[src/rtl/ysyx_25040101_ifu.sv]
// ysyx_25040101_ifu: single-outstanding instruction fetch unit with request/response bus and retire handshake
module ysyx_25040101_ifu #(
  parameter logic [31:0] RESET_PC = 32'h8000_0000
) (
  input  logic        clk,
  input  logic        rst,
  output logic        req_valid_o,
  input  logic        req_ready_i,
  output logic [31:0] req_addr_o,
  input  logic        rsp_valid_i,
  input  logic [31:0] rsp_data_i,
  input  logic        rsp_err_i,
  output logic [31:0] pc_o,
  output logic [31:0] inst_o,
  output logic        inst_valid_o,
  input  logic        inst_ready_i,
  input  logic [31:0] next_pc_i,
  output logic        err_o,
  output logic [31:0] fetch_cnt_o
);
  localparam logic [2:0] IDLE  = 3'd0;
  localparam logic [2:0] REQ   = 3'd1;
  localparam logic [2:0] WAIT  = 3'd2;
  localparam logic [2:0] VALID = 3'd3;
  localparam logic [2:0] HALT  = 3'd4;
  logic [2:0]  state, state_n;
  logic [31:0] pc, ibuf, cnt;
  logic        err, retire, misalign, rsp_ok;
  always_comb begin
    retire   = (state == VALID) && inst_ready_i;
    misalign = next_pc_i[1:0] != 2'b00;
    rsp_ok   = (state == WAIT) && rsp_valid_i && !rsp_err_i;
    state_n  = (state == IDLE)  ? REQ :
               (state == REQ)   ? (req_ready_i ? WAIT : REQ) :
               (state == WAIT)  ? (rsp_valid_i ? (rsp_err_i ? HALT : VALID) : WAIT) :
               (state == VALID) ? (inst_ready_i ? (misalign ? HALT : REQ) : VALID) :
               HALT;
  end
  always_ff @(posedge clk or posedge rst) begin
    if (rst) begin
      state <= IDLE;
      pc    <= RESET_PC;
      ibuf  <= '0;
      err   <= 1'b0;
      cnt   <= '0;
    end else begin
      state <= state_n;
      if (rsp_ok) ibuf <= rsp_data_i;
      if (retire && !misalign) pc <= next_pc_i;
      if (retire) cnt <= cnt + 32'd1;
      if (state_n == HALT) err <= 1'b1;
    end
  end
  assign req_valid_o  = state == REQ;
  assign req_addr_o   = pc;
  assign pc_o         = pc;
  assign inst_o       = ibuf;
  assign inst_valid_o = state == VALID;
  assign err_o        = err;
  assign fetch_cnt_o  = cnt;
endmodule

[config.mk]
export PLATFORM = sky130hd
export DESIGN_NAME = ysyx_25040101_ifu
export DESIGN_NICKNAME = d
export VERILOG_FILES = /design/src/rtl/ysyx_25040101_ifu.sv
export SDC_FILE = /design/constraint.sdc
export NUM_CORES = 1
export LEC_CHECK = 0
export ABC_AREA = 1
export CELL_PAD_IN_SITES_DETAIL_PLACEMENT = 1
export CELL_PAD_IN_SITES_GLOBAL_PLACEMENT = 2
export CORE_MARGIN = 5
export CORE_UTILIZATION = 35
export CTS_BUF_LIST = sky130_fd_sc_hd__clkbuf_8
export DETAILED_ROUTE_END_ITERATION = 10
export DONT_BUFFER_PORTS = 1
export PLACE_DENSITY = 0.86
export REMOVE_ABC_BUFFERS = 1
export SLEW_MARGIN = 20
export SYNTH_ARGS = -nofsm -noshare
export SYNTH_HDL_FRONTEND = slang
export SYNTH_SLANG_ARGS = --single-unit
[constraint.sdc]
create_clock -name clk -period 3.5 [get_ports clk]
set_input_delay 0.175 -clock clk [delete_from_list [all_inputs] [get_ports clk]]
set_output_delay 0.175 -clock clk [all_outputs]
set_load 0.03 [all_outputs]
==> results of run 1 <==
## per-layer routing
layer / vias to the layer above / share of wire (%) / routed length [microns]
met4: 0 / 1.8 / 243
met3: 19 / 9.1 / 1260
met5: - / 0 / 0
met1: 1944 / 41 / 5650
li1: 1889 / - / -
met2: 121 / 48 / 6680
## state kept, by name (all words and copies together) (netlist names)
| name | cells |
|---|---|
| pc_o | 32 |
| state | 3 |
| fetch_cnt_o | 32 |
| err_o | 1 |
| inst_o | 32 |
## worst max path at each step
stage | from | endpoint | cells after the start
after floorplan | rst | err_o$_DFFE_PP0N_ | 1
after global placement | state[2]$_DFF_PP0_ | pc_o[20]$_DFFE_PP0P_ | 7
after detailed placement | state[2]$_DFF_PP0_ | pc_o[21]$_DFFE_PP0P_ | 7
after CTS | state[2]$_DFF_PP0_ | pc_o[21]$_DFFE_PP0P_ | 7
after global routing | state[2]$_DFF_PP0_ | pc_o[29]$_DFFE_PP0P_ | 7
final | state[2]$_DFF_PP0_ | pc_o[13]$_DFFE_PP0P_ | 7
## stage by stage
stage | instance area, sq um | cells | power, uW | worst slack (ns) | util (%)
after floorplan | 4540 | 571 | 1940 | 0.708 | -
after global placement | 4790 | 754 | 2020 | 1.17 | 34.9
after detailed placement | 4790 | 754 | 2050 | 1.05 | 34.9
after CTS | 5610 | 834 | 2840 | 1.05 | 40.9
after global routing | 5610 | 834 | 2960 | 0.823 | 40.9
final | 5610 | 834 | 2810 | 1.09 | 40.9
## kinds of logic after synthesis
logic type                 after synthesis
buffers and inverters                  113
and+or+nand+nor                        354
xor gates and xnor gates                15
adders and majority gates                1
DFF                                    100
AOI/OAI and AO/OA                       35
## critical path, cell delays in order, from the launching register on
cell     delay (ns)
dfrtp_1        0.41
inv_1          0.08
nand4_1        0.07
buf_4          0.24
nor2_4         0.58
inv_1          0.64
nand2_1        0.19
nand2_1        0.07
## final cells by class
type                       count  area share (%)
timing repair buffer          67            11.8
multi-input combinational    405            31.8
clock inverter                 7            1.05
sequential                   100            44.6
inverter                      66            4.50
tap                          180            4.01
clock buffer                   9            2.21
## timing repair
item / in CTS / in global routing
hold buffers: 64 / 0
gates resized for setup: 0 / 0
endpoints found under the hold margin: 145 / 0
## layout by cell type (no fill, tap or decap), types with 3 or more instances in the layout
master,instances
buf_4,3
clkbuf_8,9
dfrtp_1,99
dlygate4sd3_1,64
inv_1,64
inv_6,3
nand2_1,258
nand3_1,17
nand3b_1,8
nor2_1,54
nor2_2,4
nor2_4,3
o21ai_0,33
xnor2_1,3
xor2_1,11
## power breakdown
| group | total [uW] | internal [uW] | switching, uW |
|---|---|---|---|
| Sequential | 1810 | 1310 | 500 |
| Clock | 724 | 270 | 453 |
| Combinational | 277 | 127 | 150 |
| Total | 2810 | 1700 | 1100 |
==> results.yml, run 1 <==
route:
  detail_route.drc_violations: 0
  vias_per_cell: 4.76
  drt-initial-drc-count: 166
  final_antenna_net_count: 0
  drt_first_pass_iters: 4
  postRouteWirelength_mm: 13.8
  route.detailed.wl_per_inst_microns: 16.6
  num_vias: 3973
logic_synthesis:
  synth-compound-area-share_pct: 3.66
  synth_simple_gate_area_share_pct: 30.0
  postSynthCellCount: 618
  post_synth_mux_area_share_pct: 0
  ys_top_cells_by_count: "258 x nand2_1, 99 x dfrtp_1, 65 x inv_1"
  synth_top_cells_by_area: "dfrtp_1 51%, nand2_1 20%, buf_4 5.1%"
  synth-seq-cells: 100
  number_of_enable_flip_flop_cells_after_synthesis: 0
  synth.lib_cells_used.distinct: 29
  synth-adder-area-share_pct: 0.258
  synth_area_leader_cell: "dfrtp_1"
  synth_largest_type_area_fraction_pct: 51.1
  largest_family_of_logic_cells_by_synthesized_area: "simple AND/OR/NAND/NOR gates"
  post_synthesis_cell_area_sq_mm: 0.00485
  yosys_warnings: 0
  synth_xor_area_share_pct: 2.86
  synth.yosys.seq_area_share_pct: 51.6
  syn-mean-instance-area_sq_um: 7.85
  yosys_most_used_dff: "dfrtp_1"
  synth_async_sr_flop_share_pct: 100
  synth.most_common_cell: "nand2_1"
critical_path:
  setup.worst_path.end_class: "flip-flop"
  setup.reg_to_reg.worst_slack_ns: 1.09
  critical_path_arrival_ns: 2.68
  critPathLaunchType: "flip-flop"
  source_of_the_worst_register_to_register_timing_path: "state[2]$_DFF_PP0_"
  timing.reg2reg.worst_path_depth: 7
  worst_r2r_endpoint: "pc_o[13]$_DFFE_PP0P_"
  cp.required_ns: 3.77
  worst-path-max-fanout: 33
  path_class: "flip-flop to flip-flop"
floorplan:
  die-area_sq_mm: 0.0163
  fp-row-count: 43
  floorplan.core_area_sq_mm: 0.0137
  io_pins: 201
  initial_utilization_pct: 35.4
  fp.dieH_microns: 128
  floorplan.die.width_microns: 128
grt:
  number_of_global_route_vias_before_repair: 4341
  grt_start_max_net_pins: 85
  grt_pass1_wl_mm: 22.8
  antenna_found_initial: 0
  use_met2_pct: 29.0
  global_route.usage.total_pct: 17.7
  grt_util_met3_pct: 7.54
  top_usage_layer: "met2"
  grt_overflow: 0
  grt.met1_usage_pct: 21.1
finish:
  finalNetCount: 720
  multiInputGateArea_sq_mm: 0.00179
  final_layout_size_suffix_gt1_share_pct: 5.35
  final.fill_count: 1676
  combined_flip_flop_and_latch_cell_area_sq_mm: 0.00250
  syn_to_final_growth_pct: 15.7
  number_of_diodes: 0
timing:
  totalNegativeSetupSlack_ns: 0
  skew_ns: 0.0121
  final-max-slew-violation-count: 0
  grt_setup_unrepaired: "false"
  actual_slew_at_the_worst_max_slew_pin_ns: 0.931
  min_period_ns: 2.41
  timing.slew.headroom_pct: 37.7
  timing_hold_violations_final: 0
  worst_hold_slack_ns: 0.0284
  finalSetupViolCount: 0
  maxClockFrequency_mhz: 416
  period_share_pct: 68.7
placed_design:
  port-buffer-count: 0
  gpl.final_weighted_congestion: 0.799
  post-dp-hpwl_mm: 9.73
power:
  p_leak_uw: 0.00284
  ir_drop_v: 0.000344
  power_per_cell_area_mw_per_mm2: 500
clocking:
  root_buffer: "clkbuf_8"
  cts.reportedPaths.clkPinSlew_ns: 0.10
  cts-htree-levels: 3
  clock_path_buffers: 2
  cts_tree: "yes"
  postCtsSetupRepairBufs: 0
  cts_buffers: 9
  insertion_delay_ns: 0.38
  clock_sinks: 100
worst_hold_path:
  worst_hold_path.num_cells: 3
  kind_of_path_behind_the_tightest_hold_check: "primary input to flip-flop"
  hold-path-endpoint: "state[0]$_DFF_PP0_"
  timing.hold.worst.start: "req_ready_i"
status:
  outcome: "complete, no violations"
flow_run:
  drv_cap: 0
No activity file was read; power rests on OpenSTA's default activity.
==> run 2, diff against run 1 <==
--- a/config.mk
+++ b/config.mk
@@ -9,11 +9,11 @@
 export CELL_PAD_IN_SITES_DETAIL_PLACEMENT = 1
 export CELL_PAD_IN_SITES_GLOBAL_PLACEMENT = 2
 export CORE_MARGIN = 5
-export CORE_UTILIZATION = 35
+export CORE_UTILIZATION = 32
 export CTS_BUF_LIST = sky130_fd_sc_hd__clkbuf_8
 export DETAILED_ROUTE_END_ITERATION = 10
 export DONT_BUFFER_PORTS = 1
-export PLACE_DENSITY = 0.86
+export PLACE_DENSITY = 0.83
 export REMOVE_ABC_BUFFERS = 1
 export SLEW_MARGIN = 20
 export SYNTH_ARGS = -nofsm -noshare
==> constraint.sdc (replaced) <==
create_clock -name clk -period 2.02 [get_ports clk]
set_input_delay 0.101 -clock clk [delete_from_list [all_inputs] [get_ports clk]]
set_output_delay 0.101 -clock clk [all_outputs]
set_load 0.03 [all_outputs]
==> results.yml, run 2 (same netlist as run 1, synthesis figures left out) <==
timing:
  timing.slew.headroom_pct: 42.0
  skew_ns: 0.0181
  actual_slew_at_the_worst_max_slew_pin_ns: 0.869
  finalSetupViolCount: 0
  maxClockFrequency_mhz: 541
  final-max-slew-violation-count: 0
  period_share_pct: 91.5
  grt_setup_unrepaired: "false"
  min_period_ns: 1.85
  totalNegativeSetupSlack_ns: 0
  timing_hold_violations_final: 0
  worst_hold_slack_ns: 0.174
placed_design:
  gpl.final_weighted_congestion: 0.775
  post-dp-hpwl_mm: 10.1
  dp_cells: 783
  port-buffer-count: 0
finish:
  final_cells: 867
  final_common_cell: "nand2_1"
  syn_to_final_growth_pct: 20.8
  final_layout_size_suffix_gt1_share_pct: 8.25
  finalNetCount: 745
  number_of_diodes: 0
  highest_count_cells_in_the_layout_ignoring_fill_and_taps: "258 x nand2_1, 99 x dfrtp_1, 68 x dlygate4sd3_1"
route:
  drt_first_pass_iters: 6
  detail_route.drc_violations: 0
  final_antenna_net_count: 0
  drt-initial-drc-count: 67
  route.detailed.wl_per_inst_microns: 16.4
  vias_per_cell: 4.63
  postRouteWirelength_mm: 14.2
  num_vias: 4016
clocking:
  root_buffer: "clkbuf_8"
  cts.reportedPaths.clkPinSlew_ns: 0.11
  cts_buffers: 9
  cts-htree-levels: 3
  insertion_delay_ns: 0.39
  cts_tree: "yes"
  clock_path_buffers: 2
  clock_sinks: 100
floorplan:
  fp-row-count: 45
  io_pins: 201
  fp.dieH_microns: 133
  initial_utilization_pct: 32.3
  floorplan.core_area_sq_mm: 0.0150
  die-area_sq_mm: 0.0177
  floorplan.die.width_microns: 133
critical_path:
  path_common_cell: "nand2_1"
  cp-startpoint: "fetch_cnt_o[16]$_DFFE_PP0N_"
  path_class: "flip-flop to flip-flop"
  setup.worst_path.end_class: "flip-flop"
  critPathLaunchType: "flip-flop"
  timing.critical_path.slowest_cell_delay_ns: 0.66
  critical_path.cell_chain: "nand2_1 -> nor2_1 -> nand2_1 -> nor2_1 -> nand2_1 -> nand2_1 -> nand2_1 -> nand2_1 -> nand2_1"
  cp.required_ns: 2.30
  critical_path_arrival_ns: 2.13
  source_of_the_worst_register_to_register_timing_path: "fetch_cnt_o[16]$_DFFE_PP0N_"
  timing.critical_path.max_delay_family: "simple AND/OR/NAND/NOR gates"
  timing.critical_path.buf_inv: 0
  critical_path.slowest_cell: "dfrtp_1"
  worst-path-max-fanout: 6
power:
  p_leak_uw: 0.00298
  ir_drop_v: 0.000472
  power_per_cell_area_mw_per_mm2: 849
  power.total_uw: 4970
flow_run:
  drv_cap: 0
grt:
  global_route.usage.total_pct: 16.6
  grt_pass1_wl_mm: 23.7
  grt_overflow: 0
  antenna_found_initial: 0
  grt_start_max_net_pins: 65
  number_of_global_route_vias_before_repair: 4589
worst_hold_path:
  timing.hold.worst.start: "next_pc_i[1]"
  kind_of_path_behind_the_tightest_hold_check: "primary input to flip-flop"
status:
  outcome: "complete, no violations"
[run 2: cell types whose count changed in the layout (fill, tap and decap cells not counted), sizes merged]
cell	change
buf	+21
clkinv	-2
dlygate4sd3	+4
inv	+2
[run 2: metal layers]
layer / up-vias / GRT usage [%] / share of wire, %
met4: 0 / 3.77 / 0.99
met2: 126 / 29.4 / 50
met1: 1940 / 18.5 / 40
met3: 11 / 7.18 / 9.0
met5: - / 0 / 0
li1: 1939 / - / -
[run 2: area by class of cell]
cell class / instances / area [sq um]
multi-input combinational: 405 / 1790
sequential: 100 / 2500
fill: 1786 / 9170
clock inverter: 7 / 75.1
timing repair buffer: 92 / 886
tap: 188 / 235
clock buffer: 9 / 124
inverter: 66 / 250
[run 2: per-stage QoR]
| step | setup WS [ns] | instance area (sq um) | util [%] |
|---|---|---|---|
| floorplan | -0.698 | 4540 | - |
| global placement | 0.226 | 4980 | 33.1 |
| detailed placement | 0.181 | 4980 | 33.1 |
| CTS | 0.163 | 5860 | 39.0 |
| global route | 0.00675 | 5860 | 39.0 |
| finish | 0.172 | 5860 | 39.0 |
[run 2: repair_timing]
action	4_1_cts	5_1_grt
hold endpoints to repair	103	0
gates resized for setup	0	0
setup buffers	0	0
hold buffers	68	0
[run 2: worst register-to-register path, delay by kind of cell, from the launching register on]
kind / cells / cell delay [ns]
simple gates: 9 / 1.09
flops: 1 / 0.66
[run 2: worst paths after layout]
kind	to	slack, ns	cells after the start
max	fetch_cnt_o[29]$_DFFE_PP0N_	0.17	9
min	state[2]$_DFF_PP0_	0.17	6
max reg2reg	fetch_cnt_o[29]$_DFFE_PP0N_	0.17	9
min reg2reg	fetch_cnt_o[6]$_DFFE_PP0N_	0.53	1
max in group asynchronous	pc_o[31]$_DFFE_PP1P_	1.06	3
min in group asynchronous	inst_o[12]$_DFFE_PP0P_	0.22	2
[run 2: power breakdown]
part           leakage, uW  switching (uW)  internal, uW
logic              0.00153             321           263
registers          0.00136             809          2270
clock network    0.0000990             822           493
total              0.00298            1950          3020
